`config.mk`:
```
export PLATFORM = sky130hd
export DESIGN_NAME = ttt_game_ctrl_flat
export DESIGN_NICKNAME = d
export VERILOG_FILES = /design/src/rtl/ttt_game_ctrl_if.sv /design/src/rtl/ttt_game_ctrl.sv /design/src/flat_wrapper.sv
export SDC_FILE = /design/constraint.sdc
export NUM_CORES = 1
export LEC_CHECK = 0
export ABC_CLOCK_PERIOD_IN_PS = 4300
export CAP_MARGIN = 20
export CORE_MARGIN = 4
export CORE_UTILIZATION = 25
export CTS_CLUSTER_DIAMETER = 200
export CTS_CLUSTER_SIZE = 25
export DETAILED_ROUTE_END_ITERATION = 8
export PLACE_DENSITY_LB_ADDON = 0.1
export SKIP_LAST_GASP = 1
export SLEW_MARGIN = 30
export SYNTH_ARGS = -nofsm -noshare
export SYNTH_HDL_FRONTEND = slang
export SYNTH_SLANG_ARGS = --single-unit
```
`constraint.sdc`:
```
create_clock -name clock -period 4.3 [get_ports clock]
set_input_delay 0.86 -clock clock [delete_from_list [all_inputs] [get_ports clock]]
set_output_delay 0.86 -clock clock [all_outputs]
set_load 0.1 [all_outputs]
```
`src/rtl/ttt_game_ctrl_if.sv`:
```
// Switch-side and vga_adapter-side signals of the tic-tac-toe turn sequencer.
interface ttt_game_ctrl_if;
  logic       go;
  logic [3:0] square;
  logic [7:0] x;
  logic [6:0] y;
  logic [2:0] colour;
  logic       plot;
  logic       turn;
  logic       busy;
  logic       bad_move;
  logic       game_over;
  logic [1:0] winner;

  modport master (
    output go, square,
    input  x, y, colour, plot, turn, busy, bad_move, game_over, winner
  );

  modport slave (
    input  go, square,
    output x, y, colour, plot, turn, busy, bad_move, game_over, winner
  );
endinterface

```
`src/rtl/ttt_game_ctrl.sv`:
```
// Two-player tic-tac-toe turn sequencer: validates moves, paints the accepted
// cell through vga_adapter pixel writes and detects a win or a full board.
module ttt_game_ctrl #(
  parameter int         CELL_PX   = 16,
  parameter int         GRID_X0   = 32,
  parameter int         GRID_Y0   = 12,
  parameter logic [2:0] P1_COLOUR = 3'b100,
  parameter logic [2:0] P2_COLOUR = 3'b001
) (
  input  logic           clock,
  input  logic           resetn,
  ttt_game_ctrl_if.slave bus
);
  typedef enum logic [2:0] {S_WAIT, S_VALID, S_DRAW, S_CHECK, S_OVER} state_t;

  localparam logic [3:0] LAST = 4'(CELL_PX - 1);
  // Cell indices of the eight winning lines, one nibble per cell.
  localparam logic [11:0] LINES [8] = '{12'h012, 12'h345, 12'h678, 12'h036,
                                        12'h147, 12'h258, 12'h048, 12'h246};

  state_t          state_reg, state_next;
  logic [3:0]      sq_reg, sq_next;
  logic [8:0][1:0] board_reg, board_next;
  logic [3:0]      cx_reg, cx_next, cy_reg, cy_next;
  logic            turn_reg, turn_next;
  logic [1:0]      winner_reg, winner_next;
  logic            go_d_reg;
  logic [7:0]      x_reg, x_next;
  logic [6:0]      y_reg, y_next;
  logic [2:0]      colour_reg, colour_next;
  logic            plot_reg, plot_next;
  logic            busy_reg, busy_next;
  logic            bad_reg, bad_next;
  logic            over_reg, over_next;

  logic            rise;
  logic [1:0]      mover;
  logic [7:0]      line_hit;
  logic [8:0]      cell_full;
  logic [3:0]      row, col;

  assign rise  = bus.go & ~go_d_reg;
  assign mover = turn_reg ? 2'b10 : 2'b01;
  assign row   = sq_reg / 4'd3;
  assign col   = sq_reg % 4'd3;

  genvar gi;
  generate
    for (gi = 0; gi < 8; gi++) begin : g_line
      assign line_hit[gi] = (board_reg[LINES[gi][11:8]] == mover) &&
                            (board_reg[LINES[gi][7:4]]  == mover) &&
                            (board_reg[LINES[gi][3:0]]  == mover);
    end
    for (gi = 0; gi < 9; gi++) begin : g_cell
      assign cell_full[gi] = |board_reg[gi];
    end
  endgenerate

  function automatic logic illegal(input logic [3:0] sq, input logic [8:0][1:0] b);
    illegal = 1'b1;
    if (sq <= 4'd8) illegal = (b[sq] != 2'b00);
  endfunction

  always_ff @(posedge clock) begin
    // Sampled even in reset so a go level held through reset is not a fresh move.
    go_d_reg <= bus.go;
    if (!resetn) begin
      state_reg  <= S_WAIT;
      sq_reg     <= '0;
      board_reg  <= '0;
      cx_reg     <= '0;
      cy_reg     <= '0;
      turn_reg   <= 1'b0;
      winner_reg <= 2'b00;
      x_reg      <= '0;
      y_reg      <= '0;
      colour_reg <= '0;
      plot_reg   <= 1'b0;
      busy_reg   <= 1'b0;
      bad_reg    <= 1'b0;
      over_reg   <= 1'b0;
    end else begin
      state_reg  <= state_next;
      sq_reg     <= sq_next;
      board_reg  <= board_next;
      cx_reg     <= cx_next;
      cy_reg     <= cy_next;
      turn_reg   <= turn_next;
      winner_reg <= winner_next;
      x_reg      <= x_next;
      y_reg      <= y_next;
      colour_reg <= colour_next;
      plot_reg   <= plot_next;
      busy_reg   <= busy_next;
      bad_reg    <= bad_next;
      over_reg   <= over_next;
    end
  end

  always_comb begin
    state_next  = state_reg;
    sq_next     = sq_reg;
    board_next  = board_reg;
    cx_next     = cx_reg;
    cy_next     = cy_reg;
    turn_next   = turn_reg;
    winner_next = winner_reg;
    case (state_reg)
      S_WAIT: begin
        if (rise) begin
          sq_next    = bus.square;
          state_next = S_VALID;
        end
      end
      S_VALID: begin
        if (illegal(sq_reg, board_reg)) begin
          state_next = S_WAIT;
        end else begin
          board_next[sq_reg] = mover;
          cx_next            = '0;
          cy_next            = '0;
          state_next         = S_DRAW;
        end
      end
      S_DRAW: begin
        if (cx_reg == LAST) begin
          cx_next = '0;
          if (cy_reg == LAST) state_next = S_CHECK;
          else                cy_next    = cy_reg + 4'd1;
        end else begin
          cx_next = cx_reg + 4'd1;
        end
      end
      S_CHECK: begin
        if (|line_hit) begin
          winner_next = mover;
          state_next  = S_OVER;
        end else if (&cell_full) begin
          winner_next = 2'b11;
          state_next  = S_OVER;
        end else begin
          turn_next  = ~turn_reg;
          state_next = S_WAIT;
        end
      end
      S_OVER:  state_next = S_OVER;
      default: state_next = S_WAIT;
    endcase
  end

  // Outputs are derived from the next state so the registered plot lines up with S_DRAW.
  always_comb begin
    x_next      = x_reg;
    y_next      = y_reg;
    colour_next = colour_reg;
    plot_next   = (state_next == S_DRAW);
    if (plot_next) begin
      x_next      = 8'(GRID_X0 + int'(col) * CELL_PX + int'(cx_next));
      y_next      = 7'(GRID_Y0 + int'(row) * CELL_PX + int'(cy_next));
      colour_next = (cx_next == 4'd0 || cy_next == 4'd0) ? 3'b000 :
                    (turn_reg ? P2_COLOUR : P1_COLOUR);
    end
    busy_next = !(state_next == S_WAIT || state_next == S_OVER);
    bad_next  = (state_reg == S_WAIT) && rise && illegal(bus.square, board_reg);
    over_next = (state_next == S_OVER);
  end

  assign bus.x         = x_reg;
  assign bus.y         = y_reg;
  assign bus.colour    = colour_reg;
  assign bus.plot      = plot_reg;
  assign bus.turn      = turn_reg;
  assign bus.busy      = busy_reg;
  assign bus.bad_move  = bad_reg;
  assign bus.game_over = over_reg;
  assign bus.winner    = winner_reg;
endmodule

```
`src/flat_wrapper.sv`:
```
// flat-port wrapper written by rule: the top's interface ports become plain ports
module ttt_game_ctrl_flat 
#(
  parameter int         CELL_PX   = 16,
  parameter int         GRID_X0   = 32,
  parameter int         GRID_Y0   = 12,
  parameter logic [2:0] P1_COLOUR = 3'b100,
  parameter logic [2:0] P2_COLOUR = 3'b001
)
  (clock, resetn, bus_go, bus_square, bus_x, bus_y, bus_colour, bus_plot, bus_turn, bus_busy, bus_bad_move, bus_game_over, bus_winner);
  ttt_game_ctrl_if bus_i ();
  input  logic clock;
  input  logic resetn;
  input wire logic [$bits(bus_i.go)-1:0] bus_go;
  input wire logic [$bits(bus_i.square)-1:0] bus_square;
  output wire logic [$bits(bus_i.x)-1:0] bus_x;
  output wire logic [$bits(bus_i.y)-1:0] bus_y;
  output wire logic [$bits(bus_i.colour)-1:0] bus_colour;
  output wire logic [$bits(bus_i.plot)-1:0] bus_plot;
  output wire logic [$bits(bus_i.turn)-1:0] bus_turn;
  output wire logic [$bits(bus_i.busy)-1:0] bus_busy;
  output wire logic [$bits(bus_i.bad_move)-1:0] bus_bad_move;
  output wire logic [$bits(bus_i.game_over)-1:0] bus_game_over;
  output wire logic [$bits(bus_i.winner)-1:0] bus_winner;
  assign bus_i.go = bus_go;
  assign bus_i.square = bus_square;
  assign bus_x = bus_i.x;
  assign bus_y = bus_i.y;
  assign bus_colour = bus_i.colour;
  assign bus_plot = bus_i.plot;
  assign bus_turn = bus_i.turn;
  assign bus_busy = bus_i.busy;
  assign bus_bad_move = bus_i.bad_move;
  assign bus_game_over = bus_i.game_over;
  assign bus_winner = bus_i.winner;
  ttt_game_ctrl #(.CELL_PX(CELL_PX), .GRID_X0(GRID_X0), .GRID_Y0(GRID_Y0), .P1_COLOUR(P1_COLOUR), .P2_COLOUR(P2_COLOUR)) u_core (.clock(clock), .resetn(resetn), .bus(bus_i));
endmodule
```
==> impl_metrics.prom, run 1 <==
# TYPE chip_impl_metric gauge
chip_impl_metric{name="max_freq",unit="MHz"} 320
chip_impl_metric{name="setup-tns-final",unit="ps"} 0
chip_impl_info{name="crit_path_end_kind",value="flip-flop"} 1
chip_impl_metric{name="finalNetCount",unit=""} 409
chip_impl_metric{name="place.detailed.hpwl",unit="mm"} 6.58
chip_impl_metric{name="path_max_fanout",unit=""} 11
chip_impl_info{name="yosysTopAreaCell",value="dfxtp_1"} 1
chip_impl_metric{name="final.hold.worst_slack",unit="ps"} 466
chip_impl_metric{name="die_width",unit="µm"} 121
chip_impl_metric{name="ctsResizeCount",unit=""} 0
chip_impl_metric{name="pin_count_of_the_biggest_net_entering_global_routing",unit=""} 43
chip_impl_metric{name="via_count",unit=""} 2854
chip_impl_metric{name="fin_crit",unit="ps"} 3120
chip_impl_metric{name="yosys_warnings",unit=""} 0
chip_impl_metric{name="antenna_violating_nets_post_route",unit=""} 0
chip_impl_info{name="run_status",value="complete, no violations"} 1
chip_impl_metric{name="max_cap_violations",unit=""} 0
chip_impl_metric{name="final_layout_size_suffix_gt1_frac",unit=""} 0.118
chip_impl_metric{name="ctsHoldBuffers",unit=""} 0
chip_impl_info{name="crit_path_top_delay_cell",value="dfxtp_1"} 1
chip_impl_metric{name="seqPwrFrac",unit=""} 0.378
chip_impl_metric{name="grt_antenna_before_repair",unit=""} 0
chip_impl_info{name="tritoncts_clock_tree",value="yes"} 1
chip_impl_info{name="cp-startpoint",value="u_core.sq_reg[3]$_SDFFE_PN0P_"} 1
chip_impl_info{name="critical-path-top-cell-by-count",value="ha_1"} 1
chip_impl_metric{name="critical_path.n_buffers_inverters",unit=""} 3
chip_impl_metric{name="clock_network_power_share",unit=""} 0.486
chip_impl_metric{name="globalRoute.totalOverflow",unit=""} 0
chip_impl_info{name="cell_types_occupying_the_most_area_after_synthesis",value="dfxtp_1, nor2_1, a21oi_1, mux2i_1, ha_1"} 1
chip_impl_metric{name="yosysSeqAreaShare",unit=""} 0.367
chip_impl_metric{name="fillCellCount",unit=""} 1305
chip_impl_metric{name="dieArea",unit="µm²"} 14500
chip_impl_metric{name="timing.final.crit_share",unit=""} 0.727
chip_impl_metric{name="chipHeight",unit="µm"} 121
chip_impl_metric{name="ys_ff_latch",unit=""} 58
chip_impl_metric{name="finish.instance_area",unit="µm²"} 3930
chip_impl_metric{name="post_dp_cell_area",unit="µm²"} 3610
chip_impl_metric{name="n_antenna_cell",unit=""} 0
chip_impl_metric{name="worst-r2r-cell-count",unit=""} 14
chip_impl_metric{name="ys_types",unit=""} 66
chip_impl_metric{name="number_of_synthesized_flops_with_an_enable_pin",unit=""} 0
chip_impl_info{name="rsz_0062_raised_after_global_routing",value="false"} 1
chip_impl_metric{name="critical-path-max-stage-delay",unit="ps"} 550
chip_impl_metric{name="pin_count",unit=""} 32
chip_impl_metric{name="synth_async_sr_flop_share",unit=""} 0
chip_impl_metric{name="cts.reportedPaths.clkPinSlew",unit="ps"} 50
chip_impl_info{name="layout_common_cells",value="dfxtp_1, nor2_1, clkdlybuf4s50_1"} 1
chip_impl_metric{name="max-clock-path-buffers",unit=""} 2
chip_impl_metric{name="power.internal",unit="mW"} 1.09
chip_impl_metric{name="max_slew.worst_pin.slew",unit="ps"} 979
chip_impl_metric{name="cp_num_cells",unit=""} 14
chip_impl_metric{name="finalSetupViolCount",unit=""} 0
chip_impl_metric{name="synthesis.instances",unit=""} 368
chip_impl_metric{name="io_buffer_count",unit=""} 30
chip_impl_metric{name="globalplace.congestion",unit=""} 0.755
chip_impl_info{name="cp-endpoint",value="u_core.bus.x[7]$_SDFFE_PN0N_"} 1
chip_impl_metric{name="initial_core_util",unit=""} 0.259
chip_impl_info{name="final_common_cell",value="dfxtp_1"} 1
chip_impl_info{name="worst_setup_path_start_kind",value="flip-flop"} 1
chip_impl_metric{name="grt_pass1_vias",unit=""} 2652
chip_impl_info{name="path_delay_family",value="adder cells"} 1
chip_impl_metric{name="viasPerCell",unit=""} 5.03
chip_impl_metric{name="final_max_slew_viol_count",unit=""} 0
chip_impl_info{name="crit_type",value="reg -> reg"} 1
chip_impl_metric{name="required",unit="ps"} 4510
chip_impl_metric{name="core-area",unit="µm²"} 12200
chip_impl_metric{name="syn_nets",unit=""} 383
chip_impl_metric{name="post_cts_buffers",unit=""} 0
chip_impl_metric{name="power.share.combinational",unit=""} 0.136
chip_impl_info{name="crit_path_cell_trace",value="nand2b_4 > inv_1 > ha_1 > inv_1 > ha_1 > xor2_1 > nor2_1 > ha_1 > inv_1 > o211a_1 > mux2_2 > ha_1 > xor2_1 > o2bb2ai_1"} 1
chip_impl_metric{name="floorplan.rows",unit=""} 40
chip_impl_info{name="worst_r2r_endpoint",value="u_core.bus.x[7]$_SDFFE_PN0N_"} 1
chip_impl_metric{name="flow.area_growth_from_synthesis",unit="%"} 24.0
chip_impl_metric{name="firstDrtPassIters",unit=""} 4
chip_impl_info{name="top_flip_flop_cell_by_instance_count_after_synthesis",value="dfxtp_1"} 1
chip_impl_info{name="crit-reg2reg-launch",value="u_core.sq_reg[3]$_SDFFE_PN0P_"} 1
chip_impl_metric{name="setup_ws_final",unit="ps"} 1180
chip_impl_info{name="cts.root.buffer_cell",value="clkbuf_16"} 1
chip_impl_metric{name="number_of_sinks_handled_by_clock_tree_synthesis",unit=""} 58
chip_impl_metric{name="p_sw_frac",unit=""} 0.275
chip_impl_metric{name="gr-usage-all-layers",unit=""} 0.130
chip_impl_metric{name="timing_hold_violations_final",unit=""} 0
chip_impl_metric{name="ir_worst_vdd",unit="mV"} 0.197
chip_impl_metric{name="numCtsBuffers",unit=""} 9
chip_impl_metric{name="grt_pass1_wl",unit="mm"} 14.6
chip_impl_metric{name="slew_headroom",unit=""} 0.345
chip_impl_metric{name="r2r_slack",unit="ps"} 1180
chip_impl_metric{name="drt-initial-drc-count",unit=""} 229
chip_impl_metric{name="synth_top_area_share",unit=""} 0.367
chip_impl_metric{name="synth_area",unit="µm²"} 3170
chip_impl_metric{name="total_net_switching_power",unit="mW"} 0.413
chip_impl_metric{name="number_of_drc_violations_after_detailed_routing",unit=""} 0
chip_impl_metric{name="insertion_delay",unit="ps"} 330
chip_impl_metric{name="post_drt_wl_per_cell",unit="µm"} 16.1
chip_impl_metric{name="wl",unit="mm"} 9.14
chip_impl_metric{name="p_leak",unit="nW"} 1.38
chip_impl_metric{name="pwr_density_cell",unit="nW/µm²"} 382
chip_impl_metric{name="number_of_h_tree_levels",unit=""} 3
chip_impl_metric{name="synth_area_per_cell",unit="µm²"} 8.61
chip_impl_metric{name="worstPathArrival",unit="ps"} 3340
chip_impl_metric{name="largest_register_ffs",unit=""} 18
chip_impl_metric{name="worst_clock_skew",unit="ps"} 7.22
chip_impl_metric{name="detailedPlace.worstSlack",unit="ps"} 1180
chip_impl_info{name="hold_path.class",value="reg -> reg"} 1
[synthesized netlist by cell type, drive strengths merged (3+ instances only)]
cell,n
clkbuf,11
mux4,3
and2,4
dfxtp,58
nand2b,15
nand2,22
buf,8
a21oi,24
nor2b,6
mux2i,12
a31oi,12
ha,8
nand3b,3
o21ai,13
nor3,13
o221a,3
nor3b,6
or3,3
o21a,6
o32ai,3
nand3,8
inv,5
a41oi,6
nor2,54
a211oi,5
or3b,4
o22ai,8
xor2,4
[per-stage QoR]
| step | util | std cells | total power [mW] |
|---|---|---|---|
| 4_1_cts | 0.321 | 567 | 1.52 |
| 6_report | 0.322 | 567 | 1.50 |
| 2_1_floorplan | - | 368 | 0.731 |
| 3_3_place_gp | 0.296 | 551 | 0.784 |
| 5_1_grt | 0.322 | 567 | 1.56 |
| 3_5_place_dp | 0.296 | 551 | 0.783 |
[power groups by stage]
stage          logic (mW)  registers (mW)  clock network [mW]
3_3_place_gp        0.205           0.578                   0
5_1_grt             0.219           0.569               0.773
2_1_floorplan      0.0994           0.631                   0
6_report            0.204           0.567               0.730
4_1_cts             0.205           0.567               0.752
3_5_place_dp        0.205           0.578                   0
[cells by family (layout without fill, tap and decap cells)]
logic type	after synthesis	count (layout)	synth area share
AOI/OAI and AO/OA	102	102	0.232
xor gates and xnor gates	6	6	0.0166
adders and majority gates	8	8	0.0316
buffers and inverters	26	57	0.0375
DFF	58	58	0.367
muxes	16	16	0.0628
other	1	1	0.00118
and+or+nand+nor	151	151	0.252
[area by class of cell]
cell class	instances	area [µm²]	share of cell area
Sequential cell	58	1160	0.296
Tap cell	168	210	0.0535
Clock buffer	11	253	0.0644
Inverter	7	26.3	0.00669
Clock inverter	5	52.6	0.0134
Timing Repair Buffer	34	330	0.0841
Multi-Input combinational cell	284	1890	0.482
[worst min-delay path by stage]
stage,cells past startpoint,endpoint,startpoint
CTS,2,u_core.bus.x[7]$_SDFFE_PN0N_,u_core.bus.x[7]$_SDFFE_PN0N_
finish,2,u_core.bus.x[7]$_SDFFE_PN0N_,u_core.bus.x[7]$_SDFFE_PN0N_
floorplan,1,u_core.board_reg[6]$_SDFFE_PN0P_,u_core.board_reg[6]$_SDFFE_PN0P_
global route,2,u_core.bus.x[7]$_SDFFE_PN0N_,u_core.bus.x[7]$_SDFFE_PN0N_
detailed placement,2,u_core.bus.x[7]$_SDFFE_PN0N_,u_core.bus.x[7]$_SDFFE_PN0N_
global placement,2,u_core.bus.y[1]$_SDFFE_PN0N_,u_core.bus.y[1]$_SDFFE_PN0N_
[tightest hold or removal path, cell delays in order (launching register included)]
cell       delay, ps
dfxtp_1          310
nand2_1           50
o2bb2ai_1         60
[per-layer routing]
layer	global-route usage	vias to the layer above	wire [µm]
met5	0	-	0
met1	0.182	1348	4630
met2	0.194	78	3890
met4	0.0453	0	143
li1	-	1418	-
met3	0.0318	10	476
(Power assumes the default switching activity.)
==> run 2: changes to the inputs <==
--- a/config.mk
+++ b/config.mk
@@ -5,7 +5,7 @@
 export SDC_FILE = /design/constraint.sdc
 export NUM_CORES = 1
 export LEC_CHECK = 0
-export ABC_CLOCK_PERIOD_IN_PS = 4300
+export ABC_CLOCK_PERIOD_IN_PS = 2700
 export CAP_MARGIN = 20
 export CORE_MARGIN = 4
 export CORE_UTILIZATION = 25
==> constraint.sdc (replaced) <==
create_clock -name clock -period 2.7 [get_ports clock]
set_input_delay 0.54 -clock clock [delete_from_list [all_inputs] [get_ports clock]]
set_output_delay 0.54 -clock clock [all_outputs]
set_load 0.1 [all_outputs]
==> impl_metrics.prom, run 2 (synthesized netlist as in run 1, its figures left out) <==
# TYPE chip_impl_metric gauge
chip_impl_info{name="run_status",value="complete, no violations"} 1
chip_impl_metric{name="p_leak",unit="nW"} 1.59
chip_impl_metric{name="n_antenna_cell",unit=""} 0
chip_impl_metric{name="grt_antenna_before_repair",unit=""} 0
chip_impl_metric{name="grt_pass1_wl",unit="mm"} 15.5
chip_impl_info{name="min_delay_worst_endpoint",value="u_core.bus.colour[0]$_SDFFE_PN0N_"} 1
chip_impl_info{name="hold_path_startpoint",value="u_core.bus.colour[0]$_SDFFE_PN0N_"} 1
chip_impl_metric{name="timing.final.crit_share",unit=""} 0.948
chip_impl_metric{name="required",unit="ps"} 2910
chip_impl_metric{name="finish.instance_area",unit="µm²"} 4140
chip_impl_metric{name="core-area",unit="µm²"} 12200
chip_impl_metric{name="io_buffer_count",unit=""} 30
chip_impl_metric{name="final_layout_size_suffix_gt1_frac",unit=""} 0.244
chip_impl_metric{name="setup-tns-final",unit="ps"} 0
chip_impl_metric{name="numCtsBuffers",unit=""} 9
chip_impl_metric{name="finalSetupViolCount",unit=""} 0
chip_impl_metric{name="worstPathArrival",unit="ps"} 2770
chip_impl_metric{name="timing_hold_violations_final",unit=""} 0
chip_impl_metric{name="place.detailed.hpwl",unit="mm"} 7.06
chip_impl_metric{name="pin_count_of_the_biggest_net_entering_global_routing",unit=""} 43
chip_impl_info{name="final_common_cell",value="buf_4"} 1
chip_impl_metric{name="number_of_drc_violations_after_detailed_routing",unit=""} 0
chip_impl_metric{name="pwr_density_cell",unit="nW/µm²"} 606
chip_impl_metric{name="cts.reportedPaths.clkPinSlew",unit="ps"} 50
chip_impl_metric{name="number_of_sinks_handled_by_clock_tree_synthesis",unit=""} 58
chip_impl_metric{name="fin_cells",unit=""} 599
chip_impl_info{name="crit_path_end_kind",value="flip-flop"} 1
chip_impl_metric{name="max_cap_violations",unit=""} 0
chip_impl_info{name="hold_path.class",value="reg -> reg"} 1
chip_impl_metric{name="drt-initial-drc-count",unit=""} 166
chip_impl_metric{name="insertion_delay",unit="ps"} 340
chip_impl_metric{name="critical_path.n_buffers_inverters",unit=""} 3
chip_impl_metric{name="globalRoute.totalOverflow",unit=""} 0
chip_impl_metric{name="fin_crit",unit="ps"} 2560
chip_impl_info{name="cts.root.buffer_cell",value="clkbuf_16"} 1
chip_impl_info{name="crit_type",value="reg -> reg"} 1
chip_impl_metric{name="fin_util",unit=""} 0.339
chip_impl_metric{name="via_count",unit=""} 2913
chip_impl_info{name="crit-reg2reg-launch",value="u_core.sq_reg[3]$_SDFFE_PN0P_"} 1
chip_impl_metric{name="firstDrtPassIters",unit=""} 4
chip_impl_metric{name="pin_count",unit=""} 32
chip_impl_metric{name="r2r_slack",unit="ps"} 140
chip_impl_metric{name="largest_register_ffs",unit=""} 18
chip_impl_metric{name="grt_pass1_vias",unit=""} 2828
chip_impl_metric{name="hold-path-cell-count",unit=""} 2
chip_impl_metric{name="dieArea",unit="µm²"} 14500
chip_impl_metric{name="initial_core_util",unit=""} 0.259
chip_impl_metric{name="chipHeight",unit="µm"} 121
chip_impl_metric{name="ctsHoldBuffers",unit=""} 0
chip_impl_metric{name="critical-path-max-stage-delay",unit="ps"} 340
chip_impl_metric{name="post_dp_cell_area",unit="µm²"} 3790
chip_impl_metric{name="path_max_fanout",unit=""} 6
chip_impl_metric{name="globalplace.congestion",unit=""} 0.843
chip_impl_info{name="crit_path_cell_trace",value="nand2b_4 > inv_1 > ha_1 > inv_1 > ha_4 > xor2_2 > nor2_1 > ha_1 > inv_1 > o211a_4 > mux2_2 > ha_1 > xor2_1 > o2bb2ai_1"} 1
chip_impl_metric{name="post_drt_wl_per_cell",unit="µm"} 15.9
chip_impl_metric{name="viasPerCell",unit=""} 4.86
chip_impl_metric{name="numPlacedInstances",unit=""} 581
chip_impl_info{name="path_delay_family",value="adder cells"} 1
chip_impl_info{name="rsz_0062_raised_after_global_routing",value="false"} 1
chip_impl_metric{name="max-clock-path-buffers",unit=""} 2
chip_impl_metric{name="antenna_violating_nets_post_route",unit=""} 0
chip_impl_metric{name="flow.area_growth_from_synthesis",unit="%"} 30.9
chip_impl_metric{name="worst-r2r-cell-count",unit=""} 14
chip_impl_info{name="worst_r2r_endpoint",value="u_core.bus.x[7]$_SDFFE_PN0N_"} 1
chip_impl_metric{name="final_max_slew_viol_count",unit=""} 0
chip_impl_metric{name="gr-usage-all-layers",unit=""} 0.139
chip_impl_info{name="crit_path_top_delay_cell",value="mux2_2"} 1
chip_impl_metric{name="wl",unit="mm"} 9.54
chip_impl_metric{name="finalNetCount",unit=""} 441
chip_impl_metric{name="floorplan.rows",unit=""} 40
chip_impl_metric{name="cp_num_cells",unit=""} 14
chip_impl_info{name="layout_common_cells",value="buf_4, dfxtp_1, nor2_1"} 1
chip_impl_metric{name="number_of_h_tree_levels",unit=""} 3
chip_impl_metric{name="ir_worst_vdd",unit="mV"} 0.325
chip_impl_metric{name="worst_clock_skew",unit="ps"} 7.19
chip_impl_info{name="tritoncts_clock_tree",value="yes"} 1
chip_impl_metric{name="max_freq",unit="MHz"} 391
chip_impl_info{name="worst_setup_path_start_kind",value="flip-flop"} 1
chip_impl_metric{name="die_width",unit="µm"} 121
run 2: cell types whose count changed in the layout (fill, tap and decap cells not counted), sizes merged:
cell           change
bufinv             +1
clkdlybuf4s50     -24
buf               +56
clkinv             -1
run 2: worst reg2reg max path: stages, from the launching register on:
cell and delay [ps]:
dfxtp_1 320, nand2b_4 150, inv_1 70, ha_1 170, inv_1 80, ha_4 170
xor2_2 170, nor2_1 70, ha_1 190, inv_1 70, o211a_4 160, mux2_2 340
ha_1 200, xor2_1 160, o2bb2ai_1 120
run 2: area by class of cell:
class | instances | area, µm²
Fill cell | 1342 | 8070
Multi-Input combinational cell | 284 | 1910
Sequential cell | 58 | 1160
Timing Repair Buffer | 66 | 510
Clock buffer | 11 | 243
Tap cell | 168 | 210
Clock inverter | 5 | 77.6
Inverter | 7 | 26.3
run 2: repair_timing:
item | 4_1_cts | 5_1_grt
setup endpoints to repair | 0 | 3
buffers inserted | 0 | 2
gates resized for setup | 0 | 3
run 2: worst max-delay path by stage:
stage	start	to	slack [ps]
3_3_place_gp	u_core.sq_reg[3]$_SDFFE_PN0P_	u_core.bus.x[7]$_SDFFE_PN0N_	80
6_report	u_core.sq_reg[3]$_SDFFE_PN0P_	u_core.bus.x[7]$_SDFFE_PN0N_	140
4_1_cts	u_core.sq_reg[3]$_SDFFE_PN0P_	u_core.bus.x[7]$_SDFFE_PN0N_	10
2_1_floorplan	u_core.sq_reg[3]$_SDFFE_PN0P_	u_core.bus.x[7]$_SDFFE_PN0N_	20
5_1_grt	u_core.sq_reg[1]$_SDFFE_PN0P_	u_core.bus.y[6]$_SDFFE_PN0N_	2
3_5_place_dp	u_core.sq_reg[3]$_SDFFE_PN0P_	u_core.bus.x[7]$_SDFFE_PN0N_	10
run 2: per-layer routing:
layer | global-route usage | vias up | routed length, µm
met1 | 0.193 | 1362 | 4630
met3 | 0.0379 | 12 | 496
met2 | 0.204 | 68 | 4250
met5 | 0 | - | 0
met4 | 0.0545 | 0 | 169
li1 | - | 1471 | -
run 2: through the flow:
stage	hold WS, ps	worst slack [ps]	power, mW
floorplan	469	22.8	1.17
global placement	465	82.0	1.27
detailed placement	470	12.5	1.27
CTS	478	13.6	2.53
global route	501	2.07	2.62
finish	476	141	2.51
run 2: power by group:
part / internal [mW] / leakage (nW) / switching, mW
Clock: 0.829 / 0.156 / 0.420
Sequential: 0.878 / 0.470 / 0.0165
Combinational: 0.122 / 0.964 / 0.245
Total: 1.83 / 1.59 / 0.682
==> edit 1, RTL diff (config.mk and constraints of run 2) <==
Encoding of `state_t`: now Gray code (3 bits for 5 states).
--- a/src/rtl/ttt_game_ctrl.sv
+++ b/src/rtl/ttt_game_ctrl.sv
@@ -13,3 +13,3 @@
 );
-  typedef enum logic [2:0] {S_WAIT, S_VALID, S_DRAW, S_CHECK, S_OVER} state_t;
+  typedef enum logic [2:0] {S_WAIT = 3'b000, S_VALID = 3'b001, S_DRAW = 3'b011, S_CHECK = 3'b010, S_OVER = 3'b110} state_t;
 
Behaviour: no difference found for any inputs over 10 cycles, from zero or initial values and one cycle with resetn low; not proved beyond that.
==> edit 1 against run 2 <==
- cell area down 3.2%
- hold slack worse by 0.025 ns
- critical path depth down 1
- count of clock-buffer cells in the layout up 1
- sequential cell count unchanged
- maximum frequency down 0.72%
- routed wire length down 5.6%
- die area down 3.7%
- worst setup slack worse by 0.019 ns
- total power up 2.3%
- synthesized area down 4.0%
==> edit 1: results (changes against run 2) <==
| Metric | Value |
|---|---|
| Post-DP Area | `0.00367 mm^2 (was 0.00379 mm^2)` |
| Layout cells sized above 1 | `24.3% (was 24.4%)` |
| Sequential area share after synthesis | `38.2% (was 36.7%)` |
| Syn_nets | `374 (was 383)` |
| XOR/XNOR share of the synthesized area | `2.02% (was 1.66%)` |
| Slowest stage cell on the critical path | `mux2_4 (was mux2_2)` |
| Multiplexer share of the synthesized area | `5.27% (was 6.28%)` |
| Layout Nets | `425 (was 441)` |
| First-pass GRT wire length | `14,800 um (was 15,500 um)` |
| Post-Place Cells | `546 (was 581)` |
| Routed via count | `2,793 (was 2,913)` |
| Fill cell count | `1,276 (was 1,342)` |
| Root buffer cell | `clkbuf_16 (unchanged)` |
| Footprint of the multi-input gates | `0.00182 mm^2 (was 0.00191 mm^2)` |
| Arr. time, crit path | `2.79 ns (was 2.77 ns)` |
| Drt total wl | `9010 um (was 9540 um)` |
| Worst clock skew | `0.00625 ns (was 0.00719 ns)` |
| Worst hold start | `u_core.bus.y[0]$_SDFFE_PN0N_ (was u_core.bus.colour[0]$_SDFFE_PN0N_)` |
| Outcome | `finished clean (unchanged)` |
| VDD IR max | `0.000255 V (was 0.000325 V)` |
| Most area-consuming cells after synthesis | `dfxtp_1, nor2_1, nand2_1 (was dfxtp_1, nor2_1, a21oi_1)` |
| R2r worst-path depth | `13 (was 14)` |
| DP HPWL | `6790 um (was 7060 um)` |
| Placer Congestion | `0.737 (was 0.843)` |
| Post-synthesis compound-gate area fraction | `21.2% (was 23.2%)` |
| Post-Synth Adder-Cell Area | `3.29% (was 3.16%)` |
## edit 1: cell types whose count changed after synthesis, sizes merged, moves of 6 or more
cell   change
a21oi      -6
a41oi      -6
nand2      +7
o21ai      -9
## edit 1: logic make-up after synthesis
logic type / Yosys count
flip-flops: 58
buffers and inverters: 29
other: 1
XOR/XNOR: 7
adder cells (fa/ha/maj): 8
AND/OR/NAND/NOR: 158
multiplexers: 13
AO/OA/AOI/OAI: 85
## edit 1: layout make-up
type,count,share of cell area [%]
clock inverters,4,1.84
well taps,147,4.58
flip-flops and latches,58,29.0
multi-input cells,272,45.4
inverters,9,0.842
clock buffers,12,6.39
repair buffers,60,11.9
## edit 1: report_power, final
part	internal [mW]	switching, mW	leakage (nW)
combinational	0.132	0.281	0.919
sequential	0.883	0.0175	0.471
clock	0.857	0.399	0.163
total	1.87	0.697	1.55
## edit 1: path summary, 6_finish.rpt
| kind | to | slack, ns |
|---|---|---|
| setup / recovery | u_core.bus.x[7]$_SDFFE_PN0N_ | 0.12 |
| hold reg to reg | u_core.bus.y[0]$_SDFFE_PN0N_ | 0.45 |
| setup reg to reg | u_core.bus.x[7]$_SDFFE_PN0N_ | 0.12 |
| hold / removal | u_core.bus.y[0]$_SDFFE_PN0N_ | 0.45 |
## edit 1: stage by stage
stage	setup slack [ns]	hold slack, ns
6_report	0.123	0.451
5_1_grt	0.00787	0.479
4_1_cts	0.106	0.455
3_5_place_dp	0.118	0.445
3_3_place_gp	0.163	0.446
2_1_floorplan	0.0159	0.457
## edit 1: per-layer routing
layer	vias up	wire length, um	global-route usage [%]
li1	1388	-	-
met1	1348	4580	18.3
met2	44	3990	20.3
met3	13	218	1.96
met4	0	212	7.69
met5	-	0	0
## edit 1: critical path: cells and delay by family, from the launching register on
kind            cells  cell delay [ns]
simple gates        4             0.54
mux                 1             0.35
compound gates      2             0.44
fa+ha+maj           4             0.68
buf+inv             2             0.13
flops               1             0.31
==> edit 2, RTL diff (flow settings as in run 2) <==
Without the edit above. `GRID_Y0` is set to 12 in 2 places; all go to 6.
--- a/src/rtl/ttt_game_ctrl.sv
+++ b/src/rtl/ttt_game_ctrl.sv
@@ -5,3 +5,3 @@
   parameter int         GRID_X0   = 32,
-  parameter int         GRID_Y0   = 12,
+  parameter int         GRID_Y0   = 6,
   parameter logic [2:0] P1_COLOUR = 3'b100,
--- a/src/flat_wrapper.sv
+++ b/src/flat_wrapper.sv
@@ -5,3 +5,3 @@
   parameter int         GRID_X0   = 32,
-  parameter int         GRID_Y0   = 12,
+  parameter int         GRID_Y0   = 6,
   parameter logic [2:0] P1_COLOUR = 3'b100,
Behaviour: not the same (Yosys sat finds a counterexample within 4 cycles, from zero or initial values and one cycle with resetn low).
==> edit 2 against run 2 <==
- sequential cell count is the same
- worst setup slack gained 0.069 ns
- largest power group unchanged
- routed wire length shrank 3.1%
- critical endpoint unchanged
- synthesized area grew 0.20%
- cell area shrank 1.4%
- sequential share of layout area grew 0.44 points
- core utilization shrank 0.49 points
- total power shrank 5.9%
==> edit 2: results (changes against run 2) <==
| Metric | Value |
|---|---|
| Overall Global Routing Usage | `13.4% (was 13.9%)` |
| Post-Place Cells | `580 (was 581)` |
| Outcome | `finished clean (unchanged)` |
| Largest net degree at the start of global routing | `37 (was 43)` |
| Vias in the first global route | `2,742 (was 2,828)` |
| First DRT Iteration DRCs | `219 (was 166)` |
| Met3 WL | `342 um (was 496 um)` |
| R2r worst-path depth | `13 (was 14)` |
| Fill cell count | `1,291 (was 1,342)` |
| Fmax | `402 MHz (was 391 MHz)` |
| DP HPWL | `6770 um (was 7060 um)` |
| Leak pwr | `1.48 nW (was 1.59 nW)` |
| Smallest hold slack | `0.453 ns (was 0.476 ns)` |
| First-pass GRT wire length | `15,000 um (was 15,500 um)` |
| Multiplexer share of the synthesized area | `3.79% (was 6.28%)` |
| Power Density | `579 mW/mm^2 (was 606 mW/mm^2)` |
| Arr. time, crit path | `2.69 ns (was 2.77 ns)` |
| Crit path max-delay family | `simple AND/OR/NAND/NOR gates (was adder cells)` |
| Setup Slack @ Placement | `0.157 ns (was 0.0125 ns)` |
| VDD IR max | `0.000243 V (was 0.000325 V)` |
| Layout Nets | `437 (was 441)` |
| Clk pwr share | `47.4% (was 49.7%)` |
| Met2 WL | `3910 um (was 4250 um)` |
| Syn_nets | `389 (was 383)` |
| Layout cells sized above 1 | `23.6% (was 24.4%)` |
==> edit 2: changes by cell type after synthesis, sizes merged, moves of 8 or more <==
| cell | run 2 | this run |
|---|---|---|
| a31oi | 12 | 4 |
| nor4 | 0 | 12 |
| nor2 | 54 | 38 |
| o21a | 6 | 17 |
| inv | 5 | 15 |
| mux2i | 12 | 3 |
| a21oi | 24 | 33 |
| o21ai | 13 | 23 |
==> edit 2: layout make-up <==
class | instances | area (um^2) | area share (%)
multi-input combinational | 280 | 1910 | 46.7
timing repair buffer | 59 | 458 | 11.2
sequential | 58 | 1160 | 28.5
clock buffer | 10 | 229 | 5.61
inverter | 15 | 58.8 | 1.44
tap | 168 | 210 | 5.15
clock inverter | 6 | 57.6 | 1.41
==> edit 2: repair_timing <==
item | in CTS | in global routing
endpoints found under the setup margin | 0 | 1
gates resized for setup | 0 | 4
hold endpoints to repair | 0 | 0
